**src/rtl/hand_datapath.sv**
```systemverilog
// hand_datapath
// -------------
// Card-dealing datapath that sits behind the baccarat sequencing state
// machine. A free-running card source cycles through ranks 1..13. When
// exactly one load strobe is high, the addressed empty slot captures the
// rank the source held before the edge. The six slots drive the rank
// outputs and two combinational hand scores, which feed back to the
// state machine.
//
// All state changes happen on the falling edge of slow_clock.
//
// Ports
//   slow_clock              in   block clock (falling-edge active)
//   resetb                  in   synchronous reset, active high
//   new_hand                in   synchronous clear of slots and error flags
//   load_pcard1..3          in   player slot load strobes
//   load_dcard1..3          in   dealer slot load strobes
//   pcard1..3, dcard1..3    out  slot ranks, 0 = empty, 1..13 = A..K
//   pscore, dscore          out  hand scores 0..9
//   cards_dealt             out  number of occupied slots 0..6
//   err                     out  sticky flags: [0] multi-load, [1] overwrite
module hand_datapath #(
    parameter logic [3:0] CARD_SEED = 4'd1
) (
    input  logic       slow_clock,
    input  logic       resetb,
    input  logic       new_hand,
    input  logic       load_pcard1,
    input  logic       load_pcard2,
    input  logic       load_pcard3,
    input  logic       load_dcard1,
    input  logic       load_dcard2,
    input  logic       load_dcard3,
    output logic [3:0] pcard1,
    output logic [3:0] pcard2,
    output logic [3:0] pcard3,
    output logic [3:0] dcard1,
    output logic [3:0] dcard2,
    output logic [3:0] dcard3,
    output logic [3:0] pscore,
    output logic [3:0] dscore,
    output logic [2:0] cards_dealt,
    output logic [1:0] err
);

    // Slot order in the packed arrays: 0..2 = player 1..3, 3..5 = dealer 1..3.
    logic [5:0][3:0] slot_q;
    logic [5:0][3:0] slot_d;
    logic [3:0]      counter_q;
    logic [3:0]      counter_d;
    logic [2:0]      dealt_q;
    logic [2:0]      dealt_d;
    logic [1:0]      err_q;
    logic [1:0]      err_d;
    logic [5:0]      strobe_s;
    logic [2:0]      strobe_cnt_s;

    // Baccarat value of a rank: tens and faces (and empty slots) count 0.
    function automatic logic [3:0] card_value(input logic [3:0] rank);
        if (rank <= 4'd9) begin
            return rank;
        end else begin
            return 4'd0;
        end
    endfunction

    // Hand score: sum of three values mod 10. The raw sum is at most 27,
    // so a single subtraction of 10 or 20 replaces a divider.
    function automatic logic [3:0] hand_score(input logic [3:0] a,
                                              input logic [3:0] b,
                                              input logic [3:0] c);
        logic [4:0] sum;
        sum = {1'b0, card_value(a)} + {1'b0, card_value(b)} + {1'b0, card_value(c)};
        if (sum >= 5'd20) begin
            sum = sum - 5'd20;
        end else if (sum >= 5'd10) begin
            sum = sum - 5'd10;
        end else begin
            sum = sum;
        end
        return sum[3:0];
    endfunction

    // Number of strobes raised in the current cycle.
    function automatic logic [2:0] strobe_count(input logic [5:0] s);
        logic [2:0] c;
        c = 3'd0;
        for (int i = 0; i < 6; i++) begin
            c = c + {2'b00, s[i]};
        end
        return c;
    endfunction

    assign strobe_s = {load_dcard3, load_dcard2, load_dcard1,
                       load_pcard3, load_pcard2, load_pcard1};
    assign strobe_cnt_s = strobe_count(strobe_s);

    // Next-state logic: card source, slot capture, occupancy and error flags.
    always_comb begin
        slot_d  = slot_q;
        dealt_d = dealt_q;
        err_d   = err_q;

        // Legal ranks step by one and 13 wraps to 1; any illegal encoding
        // (0, 14, 15) also recovers to 1.
        if ((counter_q >= 4'd1) && (counter_q <= 4'd12)) begin
            counter_d = counter_q + 4'd1;
        end else begin
            counter_d = 4'd1;
        end

        if (resetb) begin
            counter_d = CARD_SEED;
            slot_d    = '0;
            dealt_d   = 3'd0;
            err_d     = 2'b00;
        end else if (new_hand) begin
            // Counter keeps running across hands; strobes are ignored.
            slot_d  = '0;
            dealt_d = 3'd0;
            err_d   = 2'b00;
        end else if (strobe_cnt_s > 3'd1) begin
            err_d[0] = 1'b1;
        end else if (strobe_cnt_s == 3'd1) begin
            for (int i = 0; i < 6; i++) begin
                if (strobe_s[i]) begin
                    if (slot_q[i] != 4'd0) begin
                        err_d[1] = 1'b1;
                    end else begin
                        slot_d[i] = counter_q;
                        dealt_d   = dealt_q + 3'd1;
                    end
                end else begin
                    slot_d[i] = slot_d[i];
                end
            end
        end else begin
            slot_d = slot_q;
        end
    end

    // State registers, updated on the falling edge of the block clock.
    always_ff @(negedge slow_clock) begin
        counter_q <= counter_d;
        slot_q    <= slot_d;
        dealt_q   <= dealt_d;
        err_q     <= err_d;
    end

    assign pcard1      = slot_q[0];
    assign pcard2      = slot_q[1];
    assign pcard3      = slot_q[2];
    assign dcard1      = slot_q[3];
    assign dcard2      = slot_q[4];
    assign dcard3      = slot_q[5];
    assign pscore      = hand_score(slot_q[0], slot_q[1], slot_q[2]);
    assign dscore      = hand_score(slot_q[3], slot_q[4], slot_q[5]);
    assign cards_dealt = dealt_q;
    assign err         = err_q;

endmodule

```
**config.mk**
```make
export PLATFORM = sky130hd
export DESIGN_NAME = hand_datapath
export DESIGN_NICKNAME = d
export VERILOG_FILES = /design/src/rtl/hand_datapath.sv
export SDC_FILE = /design/constraint.sdc
export NUM_CORES = 1
export LEC_CHECK = 0
export ABC_AREA = 1
export BUFFER_PORTS_ARGS = -buffer_cell sky130_fd_sc_hd__buf_4
export CORE_MARGIN = 8
export CORE_UTILIZATION = 50
export CTS_CLUSTER_SIZE = 28
export DETAILED_ROUTE_END_ITERATION = 6
export MAX_ROUTING_LAYER = met4
export PLACE_DENSITY = 0.76
export SETUP_SLACK_MARGIN = 0.4
export SYNTH_ARGS = -nofsm -noshare
export SYNTH_HDL_FRONTEND = slang
export SYNTH_SLANG_ARGS = --single-unit
export TNS_END_PERCENT = 30
```
**constraint.sdc**
```tcl
create_clock -name slow_clock -period 3.16 [get_ports slow_clock]
set_input_delay 0.632 -clock slow_clock [delete_from_list [all_inputs] [get_ports slow_clock]]
set_output_delay 0.632 -clock slow_clock [all_outputs]
set_load 0.05 [all_outputs]
```
==> results of run 1 <==
==> what timing repair did <==
item                       4_1_cts
resized for setup               90
buffers inserted                 8
setup endpoints to repair       66
pin swaps                       26
gates cloned                     0
==> cells by family after synthesis <==
logic type               synth area share, %
flip-flops                              28.8
AO/OA/AOI/OAI                           13.0
AND/OR/NAND/NOR                         25.1
XOR/XNOR                                3.38
adder cells (fa/ha/maj)                 20.6
buffers and inverters                   9.15
==> per-stage QoR <==
stage / cell area, sq um / TNS [ns] / hold slack [ns]
CTS: 4060 / -53.08 / 0.460
detailed placement: 3470 / -61.84 / 0.442
global placement: 3470 / -60.06 / 0.438
floorplan: 2530 / -52.54 / 0.446
==> routing by layer <==
metal | GRT usage (%) | overflow
met1 | 56.7 | 0
met2 | 76.1 | 31
met3 | 43.2 | 2
met4 | 70.2 | 32
met5 | - | -
==> results.yml, run 1 <==
grt:
  grt_overflow: 65
  grt_max_degree: 16
  track_usage_pct: 61.4
outcome:
  tool.error: "[ERROR GRT-0232] Routing congestion too high. Check the congestion heatmap in the GUI."
  stop_stage: "global routing"
  status: "stopped before the end"
clocking:
  cts_hold_buf: 0
  cts_root_buf: "clkbuf_8"
  h-tree-depth: 2
  cts.sinks: 33
  cts_buffer_depth: 2
  cts_made_buffers: 5
synthesis:
  syn-num-nets: 357
  postSynthCellCount: 318
  netlist_top_cells_area: "dfxtp_1 (29%), fa_1 (11%), ha_1 (9.3%)"
  synth_area_sq_mm: 0.00230
  async_flop_share_pct: 0
  yosysTopAreaCell: "dfxtp_1"
  yosysSeqAreaShare_pct: 28.8
  yosysUniqueCellTypes: 22
  yosysWarnings: 0
  synth-seq-cells: 33
  yosysMostFrequentCell: "inv_1"
  synthFlopType: "dfxtp_1"
  synth_area_per_cell_sq_um: 7.22
  synth_edf_count: 0
  yosys-top-cells-count: "inv_1 (52), nand2_1 (50), nor2_1 (46)"
  synth.top_cell.area_share_pct: 28.8
placement:
  dp_cells: 484
  hpwl_mm: 5.31
  pre_cts_slack_ns: -1.93
  gp_congestion: 0.857
  numPortBuffers: 45
die:
  core.rowCount: 24
  die_w_microns: 83.8
  io_pins: 46
  start_util_pct: 52.4
  die_y_microns: 83.8
sta:
  grt-worst-endpoint: "pscore[2]"
  worst-ep-kind: "primary output"
==> run 2: changes to the inputs <==
--- a/config.mk
+++ b/config.mk
@@ -8,12 +8,9 @@
 export ABC_AREA = 1
 export BUFFER_PORTS_ARGS = -buffer_cell sky130_fd_sc_hd__buf_4
 export CORE_MARGIN = 8
-export CORE_UTILIZATION = 50
-export CTS_CLUSTER_SIZE = 28
+export CORE_UTILIZATION = 40
 export DETAILED_ROUTE_END_ITERATION = 6
-export MAX_ROUTING_LAYER = met4
-export PLACE_DENSITY = 0.76
-export SETUP_SLACK_MARGIN = 0.4
+export PLACE_DENSITY_LB_ADDON = 0.15
 export SYNTH_ARGS = -nofsm -noshare
 export SYNTH_HDL_FRONTEND = slang
 export SYNTH_SLANG_ARGS = --single-unit
==> constraint.sdc (replaced) <==
create_clock -name slow_clock -period 4.1 [get_ports slow_clock]
set_input_delay 0.82 -clock slow_clock [delete_from_list [all_inputs] [get_ports slow_clock]]
set_output_delay 0.82 -clock slow_clock [all_outputs]
set_load 0.05 [all_outputs]
==> run 2 against run 1 <==
The flow now finishes, with violations (setup timing). Synthesized area is the same. Synthesized cell count did not move.
==> results.yml, run 2 <==
outcome:
  status: "finished with violations"
  violations: "setup timing"
finish:
  final_cell_mix: "buf_4 (113), inv_1 (71), nand2_1 (43)"
  final_common_cell: "buf_4"
  diodes: 0
  nets: 515
  fin_cells: 548
  area_growth_pct: 71.7
  drive_gt1_share_pct: 49.4
power:
  power_frac_seq_pct: 31.3
  peakVddDrop_mv: 0.229
  swShare_pct: 42.5
  share_comb_of_total_power_pct: 38.7
  p_sw_w: 0.000500
  p_int_w: 0.000676
  p_per_area_mw_per_mm2: 298
  clkPwrFrac_pct: 30.0
  leakage_nw: 2.03
die:
  die_y_microns: 91.8
  start_util_pct: 41.5
  io_pins: 46
  core_area_sq_mm: 0.00554
  dieArea_sq_mm: 0.00842
  die_w_microns: 91.8
  core.rowCount: 27
route:
  top_layer_used: "met4"
  first_iter_violations: 89
  via_per_inst: 4.63
  wl_met3_microns: 347
  routed_wl_mm: 6.61
  postRouteAntennaNets: 0
  wl_met2_mm: 3.28
  drt_first_pass_iters: 4
  drt-met1-wl_mm: 2.93
  drc_errors: 0
  wl_per_cell_microns: 12.1
  dr_total_vias: 2539
clocking:
  cts_root_buf: "clkbuf_8"
  h-tree-depth: 2
  cts_made_buffers: 5
  cts_buffer_depth: 2
  cts.clk_slew.worst_paths_ns: 0.03
  insertion_delay_ns: 0.35
  cts.sinks: 33
  cts_tree: "done"
  cts_hold_buf: 0
grt:
  grt_max_degree: 16
  grt_pass1_vias: 2577
  track_usage_pct: 15.9
  grt_pass1_wl_mm: 11.1
  grt_overflow: 0
  antenna_found_initial: 0
synthesis:
  postSynthCellCount: 318
  synth_area_sq_mm: 0.00230
  yosysSeqAreaShare_pct: 28.8
  yosysWarnings: 0
  netlist_top_cells_area: "dfxtp_1 (29%), fa_1 (11%), ha_1 (9.3%)"
  yosysMostFrequentCell: "inv_1"
  synth_edf_count: 0
  yosysTopAreaCell: "dfxtp_1"
  yosys-top-cells-count: "inv_1 (52), nand2_1 (50), nor2_1 (46)"
  synth.top_cell.area_share_pct: 28.8
  async_flop_share_pct: 0
  syn-num-nets: 357
  synth_area_per_cell_sq_um: 7.22
  synth-seq-cells: 33
  yosysUniqueCellTypes: 22
  synthFlopType: "dfxtp_1"
setup_path:
  cp-end-kind: "output pin"
  slowest_delay_ns: 0.62
  crit_path_max_fanout: 3
  worst-r2r-cell-count: 7
  rrSetupSlack_ns: 2.53
  cp_data_arrival_time_ns: 5.20
  crit_chain: "nor2_4 -> nor2_4 -> nor2_4 -> fa_1 -> ha_2 -> fa_2 -> inv_4 -> ha_4 -> inv_2 -> o21ai_2 -> nand2_2 -> nand3_4 -> o21ai_2 -> nand2_1 -> o21ai_2 -> buf_6"
  r2r-end: "counter_q[3]"
  critPathKind: "reg -> out"
  rr_startpoint: "counter_q[0]"
  cp_slowest_cell: "fa_2"
  startpoint_type: "flip-flop"
  crit_required_ns: 3.28
  crit_family: "adder cells"
  path_buf_inv: 3
worst_hold_path:
  hold_end: "err[0]"
  hold-path-cell-count: 2
  hp-class: "reg -> reg"
  hold_path_startpoint: "err[0]"
run:
  maxCapViolCount: 0
sta:
  setup_slack_ns: -1.92
  fin_skew_ns: 0.0147
  worstMarginPinSlew_ns: 0.607
  whs_ns: 0.473
  setup-violations-final: 37
  hold_viol: 0
  drv_slew: 0
  grt_setup_unrepaired: "true"
  slew_headroom_pct: 59.5
placement:
  hpwl_mm: 5.16
  numPortBuffers: 45
  pre_cts_slack_ns: -1.69
  gp_congestion: 0.837
  dp_cells: 499
==> run 2: metrics by stage <==
| step | cell area [sq um] | total power, W | setup TNS [ns] | utilization (%) |
|---|---|---|---|---|
| 2_1_floorplan | 2520 | 0.000676 | -42.16 | - |
| 3_3_place_gp | 3440 | 0.000808 | -49.18 | 62.1 |
| 3_5_place_dp | 3440 | 0.000817 | -51.25 | 62.1 |
| 4_1_cts | 3820 | 0.00117 | -42.20 | 68.9 |
| 5_1_grt | 3950 | 0.00127 | -45.89 | 71.2 |
| 6_report | 3950 | 0.00118 | -41.67 | 71.2 |
==> run 2: area by class of cell <==
cell class / count / area, sq um
Multi-Input combinational cell: 229 / 1770
Fill cell: 452 / 1600
Timing Repair Buffer: 122 / 957
Sequential cell: 33 / 723
Inverter: 52 / 203
Clock inverter: 35 / 133
Tap cell: 72 / 90.1
Clock buffer: 5 / 68.8
==> run 2: logic make-up (layout without fill, tap and decap cells) <==
family                   count (synthesis)  in the layout  synth area share [%]
XOR/XNOR                                 8              8                  3.38
flip-flops                              33             33                  28.8
buffers and inverters                   56            214                  9.15
adder cells (fa/ha/maj)                 30             30                  20.6
AND/OR/NAND/NOR                        132            132                  25.1
AO/OA/AOI/OAI                           59             59                  13.0
==> run 2: worst max-delay path by stage <==
stage	start	endpoint	depth (start not counted)
4_1_cts	pcard1[2]	pscore[2]	16
5_1_grt	pcard3[2]	pscore[2]	16
2_1_floorplan	pcard3[2]	pscore[1]	13
3_3_place_gp	pcard3[2]	pscore[2]	16
6_report	dcard2[2]	dscore[2]	16
3_5_place_dp	pcard3[2]	pscore[2]	16
==> run 2: worst register-to-register path: cells and delay by family (launching register included) <==
kind,cells,cell delay [ns]
flip-flops,1,0.50
adder cells (fa/ha/maj),1,0.25
buffers and inverters,2,0.30
AND/OR/NAND/NOR,4,0.45
==> run 2: power groups by stage <==
| stage | Sequential [W] | Combinational, W | Clock, W |
|---|---|---|---|
| 6_report | 0.000368 | 0.000455 | 0.000353 |
| 5_1_grt | 0.000371 | 0.000495 | 0.000407 |
| 4_1_cts | 0.000367 | 0.000434 | 0.000366 |
| 3_5_place_dp | 0.000371 | 0.000396 | 0.0000503 |
| 3_3_place_gp | 0.000370 | 0.000388 | 0.0000503 |
| 2_1_floorplan | 0.000402 | 0.000224 | 0.0000503 |
==> run 2: metal layers <==
metal  vias to the layer above  GRT usage [%]
li1                       1327              -
met1                      1154           18.4
met2                        53           26.2
met3                         5           5.54
met4                         0           6.31
met5                         -              0
==> run 2: timing repair <==
item | CTS | global route
pin swaps | 27 | 23
endpoints found under the setup margin | 37 | 37
resized for setup | 49 | 28
setup buffers | 8 | 3
Power figures use the tool's default switching activity.
==> run 3: changes to the inputs <==
==> constraint.sdc (replaced) <==
create_clock -name slow_clock -period 5 [get_ports slow_clock]
set_input_delay 1 -clock slow_clock [delete_from_list [all_inputs] [get_ports slow_clock]]
set_output_delay 1 -clock slow_clock [all_outputs]
set_load 0.05 [all_outputs]
==> run 3 against run 2 <==
The run still ends with setup timing left. Non-clock buffer count down 5. Wire length increased by 3.4%. Worst setup slack gained 0.26 ns. Design area decreased by 1.1%. Sequential power down 18%. Sequential share of layout area grew 0.21 points. Hold slack lost 0.011 ns. Total power shrank 14%. Sequential cell count unchanged. Count of clock-buffer cells in the layout stayed put. First-iteration DRC count rose by 16%. Largest cell class unchanged. Highest routed layer unchanged.
==> results.yml, run 3 (synthesis gave the netlist of run 2 again) <==
outcome:
  status: "finished with violations"
  violations: "setup timing"
setup_path:
  slowest_delay_ns: 0.58
  cp_data_arrival_time_ns: 5.66
  critPathMostFrequentCell: "nor2_4"
  startpoint: "pcard2[2]"
  startpoint_type: "flip-flop"
  cp_slowest_cell: "fa_2"
  critPathKind: "reg -> out"
  crit_chain: "nor2_4 -> nor2_4 -> nor2_4 -> fa_1 -> ha_2 -> fa_2 -> inv_4 -> ha_4 -> inv_2 -> o21ai_2 -> nand2_1 -> nand3_2 -> o21ai_1 -> nand2_1 -> o21ai_2 -> buf_6"
  rrSetupSlack_ns: 3.39
  cp-end-kind: "output pin"
  crit_path_max_fanout: 4
  rr_startpoint: "counter_q[0]"
  crit_required_ns: 4.00
sta:
  worstMarginPinSlew_ns: 0.614
  setup_slack_ns: -1.66
  grt_setup_unrepaired: "true"
  hold_viol: 0
  setup-violations-final: 37
  slew_headroom_pct: 59.0
  whs_ns: 0.462
  fin_skew_ns: 0.0154
  drv_slew: 0
clocking:
  cts_tree: "done"
  cts_made_buffers: 5
  insertion_delay_ns: 0.35
  h-tree-depth: 2
  cts_buffer_depth: 2
  cts.sinks: 33
  cts_root_buf: "clkbuf_8"
  cts.clk_slew.worst_paths_ns: 0.04
finish:
  final_common_cell: "buf_4"
  area_growth_pct: 69.8
  diodes: 0
  drive_gt1_share_pct: 47.7
  nets: 510
  fin_cells: 542
  final_cell_mix: "buf_4 (107), inv_1 (70), nand2_1 (45)"
worst_hold_path:
  hp-class: "reg -> reg"
  hold_path_startpoint: "err[0]"
placement:
  gp_congestion: 0.829
  dp_cells: 499
  hpwl_mm: 5.24
  numPortBuffers: 45
route:
  first_iter_violations: 103
  via_per_inst: 4.68
  wl_per_cell_microns: 12.6
  dr_total_vias: 2538
  postRouteAntennaNets: 0
  routed_wl_mm: 6.84
  drc_errors: 0
  drt_first_pass_iters: 4
power:
  power_frac_seq_pct: 29.9
  p_sw_w: 0.000407
  p_int_w: 0.000602
  swShare_pct: 40.4
  leakage_nw: 1.99
  clkPwrFrac_pct: 33.6
  peakVddDrop_mv: 0.175
  share_comb_of_total_power_pct: 36.5
  p_per_area_mw_per_mm2: 259
grt:
  antenna_found_initial: 0
  grt_pass1_vias: 2700
  grt_max_degree: 16
  grt_pass1_wl_mm: 11.7
  track_usage_pct: 16.7
  grt_overflow: 0
die:
  io_pins: 46
  core.rowCount: 27
  start_util_pct: 41.5
  dieArea_sq_mm: 0.00842
  core_area_sq_mm: 0.00554
  die_w_microns: 91.8
  die_y_microns: 91.8
run:
  maxCapViolCount: 0
==> run 3: changes by cell type in the layout (fill, tap and decap cells not counted), sizes merged <==
cell and change:
buf -5, bufinv +1, clkinvlp -1, inv -1
==> run 3: what timing repair did <==
| action | CTS | global route |
|---|---|---|
| hold buffers | 0 | 0 |
| pin swaps | 27 | 13 |
| setup buffers | 4 | 1 |
| gates resized for setup | 50 | 21 |
| endpoints found under the setup margin | 37 | 37 |
==> run 3: final cells by class <==
cell class / instances / area (sq um)
fill: 456 / 1640
sequential: 33 / 723
tap: 72 / 90.1
clock buffer: 5 / 68.8
clock inverter: 34 / 154
timing repair buffer: 117 / 927
inverter: 52 / 200
multi-input combinational: 229 / 1740
==> run 3: path summary, 6_finish.rpt <==
kind         cells past startpoint            to
min reg2reg                      2        err[0]
max reg2reg                      7  counter_q[1]
min                              2        err[0]
max                             16     pscore[2]
==> run 3: power by group through the flow <==
| stage | clock (W) | sequential, W | combinational (W) |
|---|---|---|---|
| 6_report | 0.000339 | 0.000301 | 0.000369 |
| 3_5_place_dp | 0.0000412 | 0.000304 | 0.000327 |
| 5_1_grt | 0.000391 | 0.000304 | 0.000404 |
| 3_3_place_gp | 0.0000412 | 0.000303 | 0.000318 |
| 4_1_cts | 0.000349 | 0.000301 | 0.000358 |
| 2_1_floorplan | 0.0000412 | 0.000329 | 0.000184 |
==> run 3: layer usage <==
layer  vias to the layer above  GRT usage, %  share of wire, %
li1                       1312             -                 -
met1                      1152          18.1                42
met2                        65          28.9                51
met3                         9          6.28               5.4
met4                         0          6.71               1.2
met5                         -             0                 0
==> run 3: critical path: cells and delay by family (launching register included) <==
kind / cells / cell delay [ns]
compound gates: 3 / 0.23
flops: 1 / 0.34
fa+ha+maj: 4 / 1.38
buf+inv: 3 / 0.28
simple gates: 6 / 0.57
==> run 3: through the flow <==
| step | utilization [%] | setup TNS (ns) | total power (W) | setup WS (ns) | cell area, sq um |
|---|---|---|---|---|---|
| after floorplan | - | -32.17 | 0.000554 | -1.36 | 2520 |
| after global placement | 62.1 | -39.21 | 0.000663 | -1.33 | 3440 |
| after detailed placement | 62.1 | -41.34 | 0.000673 | -1.43 | 3440 |
| after CTS | 68.9 | -32.53 | 0.00101 | -1.63 | 3820 |
| after global routing | 70.4 | -37.17 | 0.00110 | -1.80 | 3900 |
| final | 70.4 | -33.09 | 0.00101 | -1.66 | 3900 |
==> run 4: changes to the inputs <==
--- a/config.mk
+++ b/config.mk
@@ -11,6 +11,7 @@
 export CORE_UTILIZATION = 40
 export DETAILED_ROUTE_END_ITERATION = 6
 export PLACE_DENSITY_LB_ADDON = 0.15
+export SKIP_LAST_GASP = 1
 export SYNTH_ARGS = -nofsm -noshare
 export SYNTH_HDL_FRONTEND = slang
 export SYNTH_SLANG_ARGS = --single-unit
==> run 4 against run 3 <==
The flow still finishes with violations (setup timing). Critical path depth is the same. First-iteration DRC count shrank 17%. Register-to-register slack about the same. Non-clock buffer count unchanged. Global-route usage barely moved. Critical path type unchanged.
==> results.yml, run 4 (synthesis gave the netlist of run 2 again) <==
power:
  share_comb_of_total_power_pct: 36.0
  p_int_w: 0.000597
  leakage_nw: 1.99
  clkPwrFrac_pct: 33.9
  power_frac_seq_pct: 30.1
  swShare_pct: 40.2
  p_sw_w: 0.000402
  power_w: 0.000999
  p_per_area_mw_per_mm2: 259
  peakVddDrop_mv: 0.175
finish:
  filler_cell_count: 474
  drive_gt1_share_pct: 45.1
  final_cell_mix: "buf_4 (108), inv_1 (71), nand2_1 (46)"
  area_growth_pct: 67.8
  fin_area_sq_mm: 0.00385
  nets: 510
  multi_input_area_sq_mm: 0.00170
  final_common_cell: "buf_4"
  seq_area_sq_um: 723
  diodes: 0
route:
  postRouteAntennaNets: 0
  dr_total_vias: 2553
  drt_first_pass_iters: 4
  first_iter_violations: 85
  wl_per_cell_microns: 12.5
  drc_errors: 0
  via_per_inst: 4.71
  routed_wl_mm: 6.76
die:
  core.rowCount: 27
  dieArea_sq_mm: 0.00842
  start_util_pct: 41.5
  die_w_microns: 91.8
  io_pins: 46
  core_area_sq_mm: 0.00554
  die_y_microns: 91.8
sta:
  slew_headroom_pct: 64.7
  setup-violations-final: 37
  worstMarginPinSlew_ns: 0.529
  setup_slack_ns: -1.67
  hold_viol: 0
  fin_skew_ns: 0.0143
  grt_setup_unrepaired: "true"
  drv_slew: 0
  whs_ns: 0.450
worst_hold_path:
  hp-class: "reg -> reg"
clocking:
  cts_made_buffers: 5
  cts_buffer_depth: 2
  cts_root_buf: "clkbuf_8"
  insertion_delay_ns: 0.35
  cts.clk_slew.worst_paths_ns: 0.05
  h-tree-depth: 2
  cts.sinks: 33
  cts_tree: "done"
  cts_hold_buf: 0
outcome:
  status: "finished with violations"
  violations: "setup timing"
placement:
  place_area_sq_mm: 0.00344
  hpwl_mm: 5.24
  gp_congestion: 0.829
  numPortBuffers: 45
setup_path:
  cp-end-kind: "output pin"
  crit_path_max_fanout: 4
  startpoint_type: "flip-flop"
  cp_data_arrival_time_ns: 5.67
  critPathKind: "reg -> out"
  crit_required_ns: 4.00
run:
  maxCapViolCount: 0
grt:
  antenna_found_initial: 0
  grt_max_degree: 16
  grt_overflow: 0
  grt_pass1_vias: 2698
  grt_pass1_wl_mm: 11.7
  track_usage_pct: 16.7
run 4: area by class of cell:
type / count / share of cell area, %
Multi-Input combinational cell: 229 / 44.0
Inverter: 52 / 5.19
Sequential cell: 33 / 18.8
Clock buffer: 5 / 1.79
Timing Repair Buffer: 117 / 24.0
Clock inverter: 34 / 3.99
Tap cell: 72 / 2.34
run 4: worst max-delay path: stages (launching register included):
cell and delay [ns]:
dfxtp_4 0.34, nor2_4 0.14, nor2_4 0.07, nor2_4 0.10, fa_1 0.43, ha_2 0.21, fa_2 0.57, inv_4 0.06
ha_2 0.18, o21ai_1 0.08, nand2_1 0.09, nand3_2 0.11, nand2_1 0.06, o21ai_1 0.06, nand2_1 0.07, o21ai_2 0.06
buf_6 0.17
run 4: timing repair:
action,CTS,global route
resized for setup,40,16
endpoints found under the setup margin,37,37
pin swaps,26,13
setup buffers,4,1
endpoints found under the hold margin,0,0
run 4: power by group through the flow:
stage | sequential, W | combinational, W | clock [W]
final | 0.000301 | 0.000359 | 0.000339
after CTS | 0.000301 | 0.000354 | 0.000349
after global routing | 0.000304 | 0.000394 | 0.000391
after global placement | 0.000303 | 0.000318 | 0.0000412
after detailed placement | 0.000304 | 0.000327 | 0.0000412
after floorplan | 0.000329 | 0.000184 | 0.0000412
run 4: final timing paths:
path	startpoint	to	slack, ns	depth (start not counted)
setup / recovery	pcard2[2]	pscore[2]	-1.67	16
hold / removal	err[0]	err[0]	0.45	2
setup reg to reg	counter_q[0]	counter_q[1]	3.39	7
hold reg to reg	err[0]	err[0]	0.45	2
run 4: per-layer routing:
layer | track usage, % | wire [microns] | vias up | part of all wire [%]
met1 | 18.1 | 2780 | 1167 | 41
met3 | 6.28 | 407 | 8 | 6.0
li1 | - | - | 1312 | -
met2 | 28.8 | 3520 | 66 | 52
met5 | 0 | 0 | - | 0
met4 | 6.71 | 55 | 0 | 0.81
run 4: through the flow:
step / setup TNS [ns] / utilization [%] / instances / setup slack (ns)
after floorplan: -32.17 / - / 318 / -1.36
after global placement: -39.21 / 62.1 / 499 / -1.33
after detailed placement: -41.34 / 62.1 / 499 / -1.43
after CTS: -32.74 / 68.7 / 541 / -1.63
after global routing: -36.71 / 69.6 / 542 / -1.82
final: -32.48 / 69.6 / 542 / -1.67
